`src/rtl/alu_share_ctrl.sv`:
```
// Two-requester round-robin front end for a shared 8-bit signed ALU with a held response port.
// Optional macro ALU_SHARE_SAT_EN: clamp overflowing ADD/SUB results instead of wrapping.
module alu_share_ctrl (
    input  logic       clock,
    input  logic       reset,
    input  logic [1:0] req_valid,
    output logic [1:0] req_ready,
    input  logic [7:0] req_a0,
    input  logic [7:0] req_b0,
    input  logic [7:0] req_a1,
    input  logic [7:0] req_b1,
    input  logic [1:0] req_f0,
    input  logic [1:0] req_f1,
    output logic       rsp_valid,
    input  logic       rsp_ready,
    output logic       rsp_id,
    output logic [7:0] rsp_data,
    output logic       rsp_ovf,
    output logic [7:0] ops_done
);

    typedef enum logic [1:0] {
        IDLE = 2'd0,
        EXEC = 2'd1,
        RESP = 2'd2
    } state_t;

    state_t     state_r;
    logic       prio_r;
    logic [7:0] op_a_r;
    logic [7:0] op_b_r;
    logic [1:0] op_f_r;
    logic       op_id_r;
    logic       rsp_valid_r;
    logic       rsp_id_r;
    logic [7:0] rsp_data_r;
    logic       rsp_ovf_r;
    logic [7:0] ops_done_r;
    logic [1:0] grant_s;
    logic [8:0] alu_s;

    // Returns {ovf, result}; ADD/SUB overflow is judged on the wrapped result.
    function automatic logic [8:0] alu_eval(input logic [7:0] a, input logic [7:0] b,
                                            input logic [1:0] f);
        logic [7:0] res;
        logic       ovf;
        case (f)
            2'b00: begin
                res = a & b;
                ovf = 1'b0;
            end
            2'b01: begin
                res = a | b;
                ovf = 1'b0;
            end
            2'b10: begin
                res = a + b;
                ovf = (a[7] == b[7]) && (res[7] != a[7]);
            end
            2'b11: begin
                res = a - b;
                ovf = (a[7] != b[7]) && (res[7] != a[7]);
            end
            default: begin
                res = 8'h00;
                ovf = 1'b0;
            end
        endcase
`ifdef ALU_SHARE_SAT_EN
        if (ovf) begin
            res = a[7] ? 8'h80 : 8'h7F;
        end else begin
            res = res;
        end
`endif
        return {ovf, res};
    endfunction

    // Round-robin grant, only offered while idle; prio_r names the requester that wins a tie.
    always_comb begin
        grant_s = 2'b00;
        if (state_r == IDLE) begin
            case (req_valid)
                2'b01:   grant_s = 2'b01;
                2'b10:   grant_s = 2'b10;
                2'b11:   grant_s = prio_r ? 2'b10 : 2'b01;
                default: grant_s = 2'b00;
            endcase
        end else begin
            grant_s = 2'b00;
        end
    end

    assign alu_s = alu_eval(op_a_r, op_b_r, op_f_r);

    // Controller FSM: grant and latch, evaluate into the response registers, then hold until accepted.
    always_ff @(posedge clock or negedge reset) begin
        if (!reset) begin
            state_r     <= IDLE;
            prio_r      <= 1'b0;
            op_a_r      <= 8'h00;
            op_b_r      <= 8'h00;
            op_f_r      <= 2'b00;
            op_id_r     <= 1'b0;
            rsp_valid_r <= 1'b0;
            rsp_id_r    <= 1'b0;
            rsp_data_r  <= 8'h00;
            rsp_ovf_r   <= 1'b0;
            ops_done_r  <= 8'h00;
        end else begin
            case (state_r)
                IDLE: begin
                    if (grant_s != 2'b00) begin
                        op_id_r <= grant_s[1];
                        op_a_r  <= grant_s[1] ? req_a1 : req_a0;
                        op_b_r  <= grant_s[1] ? req_b1 : req_b0;
                        op_f_r  <= grant_s[1] ? req_f1 : req_f0;
                        prio_r  <= ~grant_s[1];
                        state_r <= EXEC;
                    end
                end
                EXEC: begin
                    rsp_data_r  <= alu_s[7:0];
                    rsp_ovf_r   <= alu_s[8];
                    rsp_id_r    <= op_id_r;
                    rsp_valid_r <= 1'b1;
                    state_r     <= RESP;
                end
                RESP: begin
                    if (rsp_ready) begin
                        rsp_valid_r <= 1'b0;
                        ops_done_r  <= ops_done_r + 8'd1;
                        state_r     <= IDLE;
                    end
                end
                default: begin
                    state_r <= IDLE;
                end
            endcase
        end
    end

    assign req_ready = grant_s;
    assign rsp_valid = rsp_valid_r;
    assign rsp_id    = rsp_id_r;
    assign rsp_data  = rsp_data_r;
    assign rsp_ovf   = rsp_ovf_r;
    assign ops_done  = ops_done_r;

endmodule
```
`config.mk`:
```
export PLATFORM = sky130hd
export DESIGN_NAME = alu_share_ctrl
export DESIGN_NICKNAME = d
export VERILOG_FILES = /design/src/rtl/alu_share_ctrl.sv
export SDC_FILE = /design/constraint.sdc
export NUM_CORES = 1
export LEC_CHECK = 0
export CELL_PAD_IN_SITES_DETAIL_PLACEMENT = 0
export CELL_PAD_IN_SITES_GLOBAL_PLACEMENT = 1
export CORE_MARGIN = 2
export CORE_UTILIZATION = 38
export DETAILED_ROUTE_END_ITERATION = 10
export PLACE_DENSITY = 0.92
export SLEW_MARGIN = 0
export SYNTH_ARGS = -nofsm -noshare
export SYNTH_HDL_FRONTEND = slang
export SYNTH_SLANG_ARGS = --single-unit
```
`constraint.sdc`:
```
create_clock -name clock -period 2.53 [get_ports clock]
set_input_delay 0.6325 -clock clock [delete_from_list [all_inputs] [get_ports clock]]
set_output_delay 0.6325 -clock clock [all_outputs]
set_load 0.005 [all_outputs]
```
======== Word level (Yosys, flattened, before mapping) ========
Index checks and enable logic that the tools add are counted.
W data, S select, Z words.
word-level totals
  logic and storage cells ................. 55
  memory bits (read-only) ................. 0
  register bits ........................... 41
  input port bits ......................... 41
  memories ................................ 0
  latch bits .............................. 0
  output and inout port bits .............. 21
  RAM bits ................................ 0
operators by class
  divide/modulo/power cells ............... 0
  bitwise gates (word level) .............. 3
  order comparisons ....................... 0
  reductions and logical operators ........ 11
  shift operators ......................... 0
  $mul .................................... 0
  mux-type cells .......................... 13
  equality and inequality tests ........... 14
  add/subtract/negate cells ............... 3
operators by type and width
  operator               count
  $pmux W8 S4            1
  $mux W8                2
  $pmux W2 S3            2
  $eq A2 B2 Y1 const B   5
  $mux W2                5
  $add A8 B1 Y8 const B  1
  $add A8 B8 Y8          1
  $and A8 B8 Y8          1
  $or A8 B8 Y8           1
  $reduce_and A2 Y1      4
  $sub A8 B8 Y8          1
  $eq A2 B1 Y1 const B   3
  $logic_not A2 Y1       2
  $reduce_bool A2 Y1     2
  $ne A1 B1 Y1           3
  $pmux W1 S3            1
  $logic_and A1 B1 Y1    2
  $ne A2 B1 Y1 const B   1
  $ne A2 B2 Y1 const B   1
  $pmux W1 S2            1
  $reduce_or A2 Y1       1
  $eq A1 B1 Y1           1
  $mux W1                1
  $not A1 Y1             1

======== Logic depth before layout (Yosys ltp) ========
Gate-level depths: netlist (run 1).
  depth after elaboration ................. 6
  depth in mapped cells ................... 10
  mapped depth without buffers ............ 10

======== Worst setup path before layout (run 1) ========
No wires, ideal clock.
  path kind ............................... register to register
  start ................................... register op_a_r[0]
  end ..................................... register rsp_data_r[4], in the netlist rsp_data[4]
  required time ........................... 2.398 ns
  cell stages (with the launch flop) ...... 11
  library setup time ...................... 0.132 ns
  buffers on the path ..................... 0
  data arrival time ....................... 1.863 ns
  slack ................................... 0.535 ns
  clock period less this slack ............ 1.995 ns
  cells stage by stage .................... dfrtp_1 -> inv_1 -> ha_1 -> inv_1 -> fa_1 -> nor2b_1 -> o21a_1 -> o2111ai_1 -> nand2_1 -> nor4_1 -> o21ai_1
on the way
  word-level cells in the longest chain between the ends .. 2
  elaborated cells on any way between the ends .. 3
  those cells by class .................... add/sub (2); mux (1)
ends and longest elaborated chain
  item                                                   RTL line  text
  start, declared                                        30        logic [7:0] op_a_r;
  start signal, assigned                                 115       op_a_r <= grant_s[1] ? req_a1 : req_a0;
  $sub A8 B8 Y8 / $add A8 B8 Y8 (equally long branches)  61, 57
  $pmux W8 S4 *                                          47        case (f)
  end signal, assigned                                   123       rsp_data_r <= alu_s[7:0];
  end, declared                                          36        logic [7:0] rsp_data_r;
Mark *: on every way between the ends. The rest lies on a longest branch, timed or not.
A chain may end at the register's enable or synchronous reset.

======== Final worst setup path (run 1) ========
  start ................................... input req_valid[1]
  end ..................................... output req_ready[0]
on the way
  word-level cells in the longest chain between the ends .. 3
  elaborated cells on any way between the ends .. 5
  those cells by class .................... eq/ne (3); mux (2)
ends and longest elaborated chain
  item                                                 RTL line  text
  start, declared                                      6         input logic [1:0] req_valid,
  $eq A2 B2 Y1 / $eq A2 B1 Y1 (equally long branches)  83        case (req_valid)
  $pmux W2 S3 *                                        83
  $mux W2 *                                            82        if (state_r == IDLE) begin
  end, declared                                        7         output logic [1:0] req_ready,
Marks and branches as above.

==> results of run 1 <==
==> through the flow <==
step / setup slack (ns) / power (mW) / util, % / hold WS (ns)
2_1_floorplan: 0.5350 / 3.402 / - / 0.3369
3_3_place_gp: 0.09142 / 4.079 / 48.07 / 0.4298
3_5_place_dp: 0.1013 / 4.149 / 48.07 / 0.4291
4_1_cts: 0.09379 / 4.692 / 49.65 / 0.09968
5_1_grt: 0.03298 / 5.139 / 49.65 / 0.09140
6_report: 0.1007 / 4.641 / 49.65 / 0.1077
==> cells by family (layout without fill, tap and decap cells) <==
logic type	count (synthesis)	count (layout)	synth area share (%)
adder cells (fa/ha/maj)	26	26	12.35
flip-flops	41	41	37.22
XOR/XNOR	12	12	3.813
buffers and inverters	47	106	7.989
AO/OA/AOI/OAI	66	66	16.07
AND/OR/NAND/NOR	118	118	19.88
multiplexers	6	6	2.678
==> cells in the final DEF, fill, tap and decap left out, types with 3 or more instances in the layout <==
| cell type | netlist | routed |
|---|---|---|
| clkdlybuf4s50_1 | 0 | 60 |
| nand2_1 | 57 | 57 |
| dfrtp_1 | 41 | 41 |
| nor2_1 | 30 | 30 |
| inv_1 | 28 | 28 |
| ha_1 | 24 | 24 |
| a31oi_1 | 18 | 18 |
| a21oi_1 | 14 | 14 |
| xnor2_1 | 12 | 12 |
| nand3_1 | 8 | 8 |
| o21ai_1 | 7 | 7 |
| buf_4 | 0 | 7 |
| clkbuf_8 | 0 | 5 |
| o21ai_0 | 4 | 4 |
| mux2i_1 | 4 | 4 |
| a22oi_1 | 4 | 4 |
| nand2b_1 | 3 | 3 |
| nand3b_1 | 3 | 3 |
==> worst paths after layout <==
kind                         startpoint  slack [ns]  cells after the start            to
setup / recovery           req_valid[1]        0.10                      5  req_ready[0]
hold / removal                    reset        0.11                      1   ops_done[4]
setup reg to reg              op_a_r[0]        0.26                     10   rsp_data[4]
hold reg to reg                 op_id_r        0.47                      2       op_id_r
max in group asynchronous         reset        1.98                      2   rsp_data[6]
min in group clock              op_id_r        0.47                      2       op_id_r
==> where the power goes <==
group          switching (mW)  total (mW)  internal [mW]
sequential              0.345        1.30          0.958
clock                   0.235       0.531          0.296
combinational            1.47        2.81           1.33
==> flip-flops by register name, indices dropped and copies added, names as in the netlist <==
register   flops
op_a_r         8
rsp_ovf        1
op_b_r         8
rsp_data       8
op_id_r        1
rsp_valid      1
rsp_id         1
state_r        2
prio_r         1
ops_done       8
op_f_r         2
==> metal layers <==
metal	share of wire, %	track usage [%]
met1	50	20.85
met2	45	24.92
met3	4.6	2.862
met4	1.0	4.071
met5	0	0
==> final cells by class <==
class | instances | area (sq um) | share of cell area (%)
clock buffer | 5 | 68.82 | 1.942
clock inverter | 3 | 43.79 | 1.236
inverter | 30 | 112.6 | 3.178
multi-input combinational | 228 | 1510 | 42.62
sequential | 41 | 1026 | 28.95
tap | 99 | 123.9 | 3.496
timing repair buffer | 68 | 658.1 | 18.57
==> results.ini, run 1 <==
[layout]
stdcell_count=474
layout-drive-gt1-share_pct=7.467
finalNetCount=441
antenna_cells=0
fillers=728
final_cell_area_sq_um=3543
area_growth_pct=28.55

[power_and_ir_drop]
leakage_nw=1.609
power_density_nw_per_um2=1310
peakVddDrop_v=0.0004358

[worst_setup_path]
cpPeakStageDelay_ns=0.49
critPathTopFamily=buffers and inverters
critPathBufInv=3
worstSetupStartpointType=primary input
slowest_stage=clkdlybuf4s50_1
critical_path.cell_chain=clkdlybuf4s50_1 -> nand2_1 -> nand3_1 -> inv_2 -> clkdlybuf4s50_1
critical_path_class=in2out
worstPathRequired_ns=1.90
arrival_ns=1.80
cp_max_fo=2
critPathMostFrequentCell=clkdlybuf4s50_1
end_kind=primary output

[timing]
fin_tns_setup_ns=0
min_period_over_period_pct=96.02
skew_ns=0.01092
hold_violations=0
setup_viol=0
fmax_ghz=0.4116
max_slew_margin_pct=48.10
drv_slew=0
rsz0062_at_grt=no
worstMarginPinSlew_ns=0.7786
fin_crit_ns=2.429

[synth]
ys_async_sr_fraction_pct=100.0
yosysTopAreaCell=dfrtp_1
synth_most_common_cell=nand2_1
synth_common_cells=nand2_1, dfrtp_1, nor2_1, inv_1, ha_1
synth_ff_type=dfrtp_1
syn-num-nets=383
synthDistinctLibCells=54
synthTopCellsByArea=dfrtp_1, ha_1, nand2_1
syn_inst=316
yosys.area.top_type_share_pct=37.22
yosys_warnings=0
syn-mean-instance-area_sq_um=8.723
syn_area_sq_um=2756
ys_ff_latch=41
synth_edf_count=0
seq_area_frac_synth_pct=37.22

[cts]
cts.htree.levels=2
cts-resized-gates=0
cts-root-buf=clkbuf_8
clock_path_buffers=2
ctsHoldBuffers=0
insertion_delay_ns=0.30
cts_tree=yes
post_cts_buffers=0
path_clk_slew_ns=0.09
numCtsBuffers=5
clock-sinks=41

[placed_design]
place_inst=466
place_congestion=0.8188
postPlaceCellArea_sq_um=3431
numPortBuffers=61
hpwl_um=4652

[global_routing]
grt.total_usage_pct=15.26
grt_pass1_vias=2141
antenna_found_initial=0
grt_pass1_wl_um=9542
grt_max_degree=40
overflow=0

[drt]
postRouteAntennaNets=0
wl_per_cell_um=12.18
wirelength_um=5774
drt-pass1-iter-count=4
vias=2281
drc=0
viasPerCell=4.812
drt-initial-drc-count=77

[floorplan]
initial_core_util_pct=38.62
dieHeight_um=89.17
ios=62
core_area_sq_um=7137
die_w_um=89.17
num_rows=31
die_area_sq_um=7951

[outcome]
outcome=finished clean

[min_path]
holdCritPathClass=in2async

[run]
cap_violations=0

(Power assumes the default switching activity.)
==> run 2: changes to the inputs <==
ABC_AREA = 1   (was default)
CORE_UTILIZATION = 37   (was 38)
PLACE_DENSITY = default   (was 0.92)
PLACE_DENSITY_LB_ADDON = 0.1   (was default)
==> results.ini, run 2 <==
[cts]
insertion_delay_ns=0.30  ; about the same
cts_tree=yes
path_clk_slew_ns=0.08  ; about the same
cts-root-buf=clkbuf_8
clock-sinks=41  ; unchanged
numCtsBuffers=5  ; unchanged
clock_path_buffers=2  ; unchanged
cts.htree.levels=2  ; unchanged
post_cts_buffers=0  ; unchanged

[floorplan]
num_rows=32  ; +3.2%
dieHeight_um=92.42  ; +3.6%
die_area_sq_um=8541  ; +7.4%
die_w_um=92.42  ; +3.6%
core_area_sq_um=7647  ; +7.2%
initial_core_util_pct=37.83  ; -0.79 points
ios=62  ; unchanged

[power_and_ir_drop]
pwr-share-comb_pct=66.2  ; +5.7 points
p_clk_share_pct=9.3  ; -2.1 points
p_int_mw=2.501  ; -3.4%
switching_share_pct=49.83  ; +5.6 points
power_density_nw_per_um2=1353  ; +3.3%
p_sw_mw=2.484  ; +21%
p_total_mw=4.985  ; +7.4%
peakVddDrop_v=0.0004894  ; +12%
seq_power_share_pct=24.5  ; -3.6 points
leakage_nw=1.805  ; +12%

[global_routing]
grt_pass1_wl_um=12500  ; +31%
grt_pass1_vias=2497  ; +17%
overflow=0  ; unchanged
antenna_found_initial=0  ; unchanged
grt.total_usage_pct=18.50  ; +3.2 points
grt_max_degree=21  ; -48%

[timing]
worstMarginPinSlew_ns=0.5019  ; -0.2767 ns
rsz0062_at_grt=no
fin_tns_setup_ns=0  ; unchanged
drv_slew=0  ; unchanged
min_period_over_period_pct=96.59  ; +0.57 points
hold_violations=0  ; unchanged
skew_ns=0.004174  ; -0.006745 ns
setup_viol=0  ; unchanged
fin_crit_ns=2.444  ; +0.01444 ns
max_slew_margin_pct=66.51  ; +18 points
fmax_ghz=0.4092  ; -0.59%

[synth]
yosys_warnings=0  ; unchanged
seq_area_frac_synth_pct=35.47  ; -1.8 points
yosysTopAreaCell=dfrtp_1
syn_area_sq_um=2893  ; +4.9%
synth_edf_count=0  ; unchanged
synthTopCellsByArea=dfrtp_1, nand2_1, ha_1
synthDistinctLibCells=33  ; -39%
synth_ff_type=dfrtp_1
syn_inst=372  ; +18%
synth_most_common_cell=nand2_1
yosys.area.top_type_share_pct=35.47  ; -1.8 points
syn-mean-instance-area_sq_um=7.776  ; -11%
syn-num-nets=439  ; +15%
synth_common_cells=nand2_1, inv_1, dfrtp_1, nand3_1, nor2_1
ys_async_sr_fraction_pct=100.0  ; unchanged
ys_ff_latch=41  ; unchanged

[worst_setup_path]
critical_path.cell_chain=clkdlybuf4s50_1 -> nand3_2 -> inv_6 -> clkdlybuf4s50_1
end_kind=primary output
rr_endpoint=rsp_data[4]
reg2reg_depth=10  ; unchanged
worstSetupStartpointType=primary input
worstPathRequired_ns=1.90  ; about the same
critPathMostFrequentCell=clkdlybuf4s50_1
arrival_ns=1.81  ; about the same
slowest_stage=clkdlybuf4s50_1
critical_path_class=in2out
r2r_setup_slack_ns=0.60  ; +0.34 ns
cp_max_fo=2  ; unchanged
cpPeakStageDelay_ns=0.49  ; about the same
worstReg2RegStart=op_a_r[0]

[placed_design]
numPortBuffers=61  ; unchanged
place_congestion=0.8883  ; +8.5%
hpwl_um=5749  ; +24%

[run]
cap_violations=0  ; unchanged

[layout]
antenna_cells=0  ; unchanged
layout_commonest_cell=nand2_1
most-common-layout-cells=nand2_1, clkdlybuf4s50_1, inv_1
area_growth_pct=27.42
layout-drive-gt1-share_pct=11.06  ; +3.6 points
fillers=780  ; +7.1%
finalNetCount=500  ; +13%

[drt]
drt-initial-drc-count=160  ; +110%
drc=0  ; unchanged
drt-pass1-iter-count=5  ; +1
viasPerCell=4.836  ; +0.49%
vias=2592  ; +14%
wl_per_cell_um=13.89  ; +14%
wirelength_um=7444  ; +29%
postRouteAntennaNets=0  ; unchanged

[min_path]
holdCritPathClass=in2async

[outcome]
outcome=finished clean

[run 2: cell type report]
type | instances | area [sq um] | share of cell area (%)
sequential | 41 | 1026 | 27.83
tap | 102 | 127.6 | 3.462
clock inverter | 2 | 13.76 | 0.3734
clock buffer | 6 | 82.58 | 2.240
multi-input combinational | 266 | 1583 | 42.94
inverter | 52 | 200.2 | 5.431
timing repair buffer | 67 | 653.1 | 17.72
[run 2: stage by stage]
stage	hold slack (ns)	utilization [%]	instances	cell area [sq um]	setup slack (ns)
after global routing	0.2569	48.20	536	3686	0.005392
after CTS	0.2412	48.17	536	3684	0.05194
after detailed placement	0.4646	46.91	528	3587	0.05868
after floorplan	0.3369	-	372	2893	0.8374
after global placement	0.4599	46.91	528	3587	0.06908
final	0.2361	48.20	536	3686	0.08630
[run 2: per-layer routing]
metal	track usage, %	vias up	wire (um)
met3	2.685	6	282
met4	4.353	0	69
li1	-	1328	-
met2	28.53	57	3364
met5	0	-	0
met1	27.33	1201	3728
[run 2: what timing repair did]
action,CTS,global route
endpoints found under the hold margin,0,0
endpoints found under the setup margin,0,1
resized for setup,0,1
hold buffers,0,0
[run 2: power by group through the flow]
stage	Combinational, mW	Sequential, mW	Clock [mW]
2_1_floorplan	2.43	1.16	0
3_3_place_gp	3.28	1.23	0
3_5_place_dp	3.30	1.24	0
4_1_cts	3.32	1.23	0.479
5_1_grt	3.78	1.26	0.510
6_report	3.30	1.22	0.466
[run 2: logic make-up (layout without fill, tap and decap cells)]
| group | after synthesis | in the layout | synth area share (%) |
|---|---|---|---|
| compound gates | 61 | 61 | 14.32 |
| xor+xnor | 8 | 8 | 2.422 |
| fa+ha+maj | 26 | 26 | 11.76 |
| buf+inv | 65 | 127 | 9.818 |
| flops | 41 | 41 | 35.47 |
| simple gates | 171 | 171 | 26.21 |
[run 2: how the worst max path moves through the flow]
stage	to	slack, ns	cells past startpoint	from
2_1_floorplan	req_ready[1]	0.84	4	req_valid[0]
3_3_place_gp	req_ready[0]	0.07	5	req_valid[1]
3_5_place_dp	req_ready[0]	0.06	5	req_valid[1]
4_1_cts	req_ready[0]	0.05	5	req_valid[1]
5_1_grt	req_ready[0]	0.005	4	req_valid[0]
6_report	req_ready[0]	0.09	4	req_valid[0]
[run 2: worst max-delay path, delay by kind of cell]
kind,cells,cell delay [ns]
buf+inv,3,1.05
simple gates,1,0.13
